**config.mk**
```make
export PLATFORM = sky130hd
export DESIGN_NAME = sobel_frame_sequencer
export DESIGN_NICKNAME = d
export VERILOG_FILES = /design/src/rtl/sobel_frame_sequencer.sv
export SDC_FILE = /design/constraint.sdc
export NUM_CORES = 1
export LEC_CHECK = 0
export BUFFER_PORTS_ARGS = -buffer_cell sky130_fd_sc_hd__buf_2
export CAP_MARGIN = 20
export CORE_MARGIN = 4
export CORE_UTILIZATION = 55
export DETAILED_ROUTE_END_ITERATION = 7
export PLACE_DENSITY = 0.81
export SLEW_MARGIN = 10
export SYNTH_ARGS = -nofsm -noshare
export SYNTH_HDL_FRONTEND = slang
export SYNTH_SLANG_ARGS = --single-unit
```
**constraint.sdc**
```tcl
create_clock -name clk -period 12.6 [get_ports clk]
set_input_delay 1.26 -clock clk [delete_from_list [all_inputs] [get_ports clk]]
set_output_delay 1.26 -clock clk [all_outputs]
set_load 0.01 [all_outputs]
```
**src/rtl/sobel_frame_sequencer.sv**
```systemverilog
// Sobel frame sequencer: captures one N x M frame of 8-bit pixels in raster
// order, then presents every 3x3 window of that frame to a downstream
// convolution datapath with valid/ready handshaking, one window per cycle.
module sobel_frame_sequencer #(
  parameter int N = 5,
  parameter int M = 5
) (
  input  logic        clk,
  input  logic        rst,
  input  logic [7:0]  din,
  input  logic        din_valid,
  output logic        din_ready,
  output logic [71:0] win_data,
  output logic        win_valid,
  input  logic        win_ready,
  output logic [7:0]  win_row,
  output logic [7:0]  win_col,
  output logic        frame_done,
  output logic [7:0]  frame_count,
  output logic [1:0]  state
);

  localparam int DEPTH = N * M;
  localparam int AW    = $clog2(DEPTH);

  localparam logic [AW-1:0] LAST_IDX = AW'(DEPTH - 1);
  localparam logic [AW-1:0] ONE_IDX  = AW'(1);
  localparam logic [7:0]    LAST_C   = 8'(M - 3);
  localparam logic [7:0]    LAST_R   = 8'(N - 3);

  typedef enum logic [1:0] {
    IDLE = 2'b00,
    FILL = 2'b01,
    SCAN = 2'b10,
    DONE = 2'b11
  } state_t;

  state_t        st;
  logic [AW-1:0] widx;
  logic [7:0]    r;
  logic [7:0]    c;
  logic [7:0]    fcnt;
  logic [7:0]    mem [DEPTH];
  logic          accept;

  // Pixels are taken only while the frame buffer is being (re)filled.
  assign din_ready   = (st == IDLE) || (st == FILL);
  assign accept      = din_valid && din_ready;
  assign win_valid   = (st == SCAN);
  assign frame_done  = (st == DONE);
  assign win_row     = r;
  assign win_col     = c;
  assign frame_count = fcnt;
  assign state       = st;

  // Control FSM: fill the buffer, walk the window grid, pulse done, repeat.
  always_ff @(posedge clk) begin
    if (rst) begin
      st   <= IDLE;
      widx <= '0;
      r    <= '0;
      c    <= '0;
      fcnt <= '0;
    end else begin
      unique case (st)
        IDLE: begin
          // widx is already 0 here, so the write side stores pixel 0 at index 0.
          if (accept) begin
            widx <= ONE_IDX;
            st   <= FILL;
          end
        end
        FILL: begin
          if (accept) begin
            if (widx == LAST_IDX) begin
              widx <= '0;
              r    <= '0;
              c    <= '0;
              st   <= SCAN;
            end else begin
              widx <= widx + ONE_IDX;
            end
          end
        end
        SCAN: begin
          if (win_ready) begin
            if (c == LAST_C) begin
              c <= '0;
              if (r == LAST_R) begin
                r  <= '0;
                st <= DONE;
              end else begin
                r <= r + 8'd1;
              end
            end else begin
              c <= c + 8'd1;
            end
          end
        end
        DONE: begin
          fcnt <= fcnt + 8'd1;
          st   <= IDLE;
        end
        default: st <= IDLE;
      endcase
    end
  end

  // Frame buffer write port; contents are not reset since a new frame overwrites them.
  always_ff @(posedge clk) begin
    if (accept) begin
      mem[widx] <= din;
    end
  end

  // Window gather: nine buffer reads around (r, c); forced to zero outside SCAN.
  always_comb begin
    win_data = '0;
    if (st == SCAN) begin
      for (int dr = 0; dr < 3; dr++) begin
        for (int dc = 0; dc < 3; dc++) begin
          win_data[8*(3*dr+dc) +: 8] = mem[AW'((int'(r) + dr) * M + int'(c) + dc)];
        end
      end
    end
  end

endmodule

```
# --- Yosys cells after proc, flatten, opt, wreduce, memory -nomap -nowiden ---
# Memories as Yosys holds them, arrays and structs flattened.
# Index checks and enable logic that the tools add are counted.
op_classes:
  n_mul: 3
  n_reduce_logical: 9
  n_eq_ne: 12
  n_addsub: 15
  n_mux: 23
ops:
  columns: ["cell", "n"]
  rows:
  - ["2-to-1 mux 72 bit", 1]
  - ["2-to-1 mux 8 bit", 7]
  - ["case mux 8 bit (2 select lines)", 2]
  - ["adder 5 x 2 -> 5 bit, second input constant", 6]
  - ["adder 8 x 1 -> 8 bit, second input constant", 3]
  - ["multiplier 9 x 3 -> 5 bit, second input constant", 2]
  - ["== test 8 x 2 -> 1 bit, second input constant", 2]
  - ["adder 5 bit", 3]
  - ["2-to-1 mux 5 bit", 3]
  - ["2-to-1 mux 2 bit", 6]
  - ["case mux 5 bit (2 select lines)", 1]
  - ["adder 8 x 1 -> 9 bit, second input constant", 1]
  - ["adder 8 x 2 -> 9 bit, second input constant", 1]
  - ["multiplier 8 x 3 -> 5 bit, second input constant", 1]
  - ["inequality test 2 x 1 -> 1 bit, second input constant", 4]
  - ["case mux 2 bit (4 select lines)", 1]
  - ["AND reduction 6 bit", 1]
  - ["adder 5 x 1 -> 5 bit, second input constant", 1]
  - ["== test 5 bit, second input constant", 1]
  - ["AND reduction 5 bit", 1]
  - ["== test 2 bit, second input constant", 2]
  - ["inequality test 2 bit, second input constant", 2]
  - ["AND reduction 4 bit", 1]
  - ["nonzero test 2 bit", 2]
  - ["6 further kinds", 7]
totals:
  elab_cells: 68
  output_inout_bits: 101
  ram_bits: 200
  regBits: 31
  mem_count: 1
  in_bits: 12
mem_list:
  columns: ["name", "words", "width", "rd", "rd_clocked_by_memory_dff", "write_ports", "line_no", "source"]
  rows:
  - ["mem", 25, 8, 9, 0, 1, "43", "logic [7:0] mem [DEPTH];"]

# --- Logic depth before layout (Yosys ltp) ---
# An unclocked memory read counts as a cell.
logic_depth:
  word_depth: 6
  mapped_depth: 17
  mapped_depth_nobuf: 14

# --- Worst setup path after synthesis ---
# OpenSTA, ideal clock, no wires.
synth_path:
  path_kind: "flip-flop to output port"
  start: "register r[1], in the netlist win_row[1]"
  end: "output win_data[68]"
  required_time_ns: 11.340
  n_path_buf: 4
  setup_slack_ns: 6.600
  arrival_time_ns: 4.740
  path_stages_with_launch: 16
  cell_sequence: "dfxtp_1 > ha_1 > ha_1 > ha_1 > inv_1 > fa_1 > buf_2 > clkbuf_1 > inv_1 > ha_1 > clkbuf_1 > clkbuf_1 > mux4_2 > mux4_2 > nand3_1 > o31ai_1"
synth_between:
  elab_chain_cells: 6
synth_lines:
  columns: ["element", "line_no", "source"]
  rows:
  - ["from (decl)", "40", "logic [7:0] r;"]
  - ["from (signal assigned)", "93", "r <= r + 8'd1;"]
  - ["adder 8 x 2 -> 9 bit", "122", "win_data[8*(3*dr+dc) +: 8] = mem[AW'((int'(r) + dr) * M + int'(c) + dc)];"]
  - ["multiplier 9 x 3 -> 5 bit", "122", null]
  - ["adder 5 bit", "122", null]
  - ["adder 5 x 2 -> 5 bit", "122", null]
  - ["memory (25 x 8 bit)", null, null]
  - ["2-to-1 mux 72 bit", "119", "if (st == SCAN) begin"]
  - ["to (decl)", "13", "output logic [71:0] win_data,"]
# Every way passes these cells.

# --- Worst setup path in the final report ---
layout_path:
  start: "register r[2], in the netlist win_row[2]"
  end: "output win_data[70]"
# Same word-level chain as after synthesis.

==> impl_results.md <==
- Slew Viols, Final: 0
- Layout cells sized above 1: 39.6%
- Cell Area, Synth: between 20000 and 25000 um2
- Worst-case reg-to-reg path depth: 8
- Leakage power: 9.35 nW
- Initial Utilization: 55.5%
- Critical path type: register to primary output
- P&R area growth vs syn: 8.29%
- Status: completed
- Vias in the first global route: 18267
- Detailed Place HPWL: 53500 um
- F_max: 0.131 GHz
- R2R Path End: win_row[4]
- Initial antenna violation count: 2
- Worst slew pin tran: approximately 1.1 ns
- Top post-synthesis cells by count: 442 x mux4_2, 200 x edfxtp_1, 176 x nand2_1, 125 x mux2i_1, 109 x nor2_1
- Post-Synth Adder-Cell Area: 2.83%
- Final #Nets: 1802
- Postcts setup bufs: 0
- Cell accounting for the most synthesized area: mux4_2
- Hold path endpoint: frame_count[7]
- WHS Path Cells: 2
- Sink Count: ~230
- DRC Markers: 0
- CTS buffer count: 25
- Seq cells post-synth: 231
- Die area: ~46000 um2
- Relative slew slack: between 20% and 30%
- Synth unique cells: 59
- Simple-gate share of the synthesized area: 6.86%
- Synth area leaders: mux4_2 43%, edfxtp_1 26%, mux2i_1 5.4%, nand2_1 2.8%, dfxtp_1 2.7%
- # setup viols final: 0
- Fin. Hold Viols: 0
- Count leader, synth: mux4_2
- Clk_skew: 0.0169 ns
- Yosys top cell area share: 42.8%
- Pwr dens: 192 nW/um2
- Tmin final: 7.66 ns
- Unrepaired setup endpoints after global routing: false
- Critical Path Fanout Max: 46
- Core ar.: 41900 um2
- Max Cap Viol: 0
- H-Tree Depth: 1
- Largest family of logic cells by synthesized area: multiplexers
- Clock-pin slew on the worst setup and hold paths: 0.06 ns
- Worst Path Required: 11.34 ns
- Fill count: about 3100
- VDD IR max: around 0.13 mV
- R2R setup slack: around 10 ns
- Crit share post-route: 60.8%
- Synth warnings: 0
- Cell row count: 75
- Worst setup SP type: register
- Grt ovf: 0
- Die W: 214 um
- Post-Syn Instances: 1715
- Gr usage total: 35.9%
- CP Launch Point: win_row[2]
- Synth Area per Inst: 13.6 um2
- Clock root buffer: clkbuf_16
- Post-CTS Hold Buffers: 0
- Largest net degree at the start of global routing: 146
- Post-route setup TNS: 0 ns
- Most used DFF post-synth: edfxtp_1
- Post-synthesis compound-gate area fraction: 6.76%
- TritonRoute pass-1 iters: 7
- Port bufs: 112
- Post-synthesis sequential area ratio: roughly 29%
- Hold Path Class: register to register
- Via density per instance: 8.21
- I/O pin cnt: about 110
- CTS tree: yes
- First-pass GRT wire length: ~120000 um
- Final wirelength: 82400 um
- Mux contribution to synthesized area: 48.4%
- Final GP Congestion: 1.03
- Post-cts repair resize count: 0
- Clk_lat worst skew: 0.54 ns
- Max clock buf depth: 3
- Syn Nets: 1776
- Post-route ant nets: 0
- Fin util: 60.1%
- WL per Instance: 35.8 um
- Worst reg2reg startpoint: win_row[0]
- Initial detailed-routing violation count: 3244
- Xor-xnor portion of the synthesized cell area: 2.82%
- Via count: 18892
- Die Y: 214 um
- Endpoint class of the critical path: primary output
- Async set-reset flop share out of synthesis: 0%
- EDFF count, synth: 200
- Hold path start: frame_count[7]
- Data arrival time at the worst-slack endpoint: 6.40 ns
metrics by stage:
step / cell area [um2] / setup slack [ns] / instances / power (mW) / hold WS, ns
finish: 25200 / 4.94 / 2301 / 4.84 / 0.506
CTS: 25100 / 5.07 / 2295 / 4.72 / 0.509
detailed placement: 24300 / 5.66 / 2250 / 3.96 / 0.496
global placement: 24300 / 5.77 / 2250 / 3.89 / 0.477
floorplan: 23200 / 6.60 / 1715 / 3.19 / 0.477
global route: 25200 / 4.84 / 2299 / 4.99 / 0.546
state kept, by name, indices dropped and copies added (netlist names):
signal,flops
widx,5
state,2
frame_count,8
win_col,8
mem,200
win_row,8
layer usage:
metal	global-route usage [%]	wire length (um)	vias up
met2	52.1	34800	1999
met5	0	0	-
li1	-	-	7216
met3	15.7	15400	467
met4	20.8	7150	0
met1	45.4	25100	9210
layout by cell type, fill, tap and decap left out, types with 19 or more instances in the layout:
cell type and count:
ha_1 35, a21oi_1 67, nand3_1 37, nor2_1 109, mux2i_1 125, edfxtp_1 200
buf_2 112, mux4_2 442, inv_1 27, dfxtp_1 31, clkbuf_16 27, nand2_1 176
buf_4 58, o21ai_0 32, a211oi_1 19, o21ai_1 20
kinds of logic after synthesis:
logic type,Yosys count
muxes,570
and+or+nand+nor,373
xor gates and xnor gates,50
adders and majority gates,49
AOI/OAI and AO/OA,238
DFF,231
buffers and inverters,204
power breakdown:
part / internal [mW] / switching [mW]
registers: 0.850 / 0.0356
logic: 1.45 / 1.75
clock network: 0.439 / 0.318
total: 2.74 / 2.11
worst max path at each step:
stage,to,slack [ns],cells past startpoint
2_1_floorplan,win_data[68],6.60,15
3_3_place_gp,win_data[70],5.77,14
3_5_place_dp,win_data[70],5.66,14
4_1_cts,win_data[70],5.07,14
5_1_grt,win_data[70],4.84,14
6_report,win_data[70],4.94,14
critical path, stage by stage, from the launching register on:
cell	delay, ns
dfxtp_1	0.55
ha_1	0.34
ha_1	0.28
ha_1	0.32
inv_1	0.07
fa_2	0.51
buf_4	0.61
inv_1	0.31
ha_2	0.77
buf_4	0.46
mux4_2	0.56
mux4_2	0.48
nand3_1	0.14
o31ai_1	0.19
buf_2	0.24
cell type report:
cell class                      count  area, um2  area share (%)
Tap cell                          539        674            2.68
Clock buffer                       32        704            2.80
Sequential cell                   231       6630            26.3
Antenna cell                        3       7.51          0.0298
Clock inverter                     13        138           0.547
Timing Repair Buffer              173       1060            4.22
Multi-Input combinational cell   1280      15800            63.0
Inverter                           30        113           0.447
(Power assumes the default switching activity.)
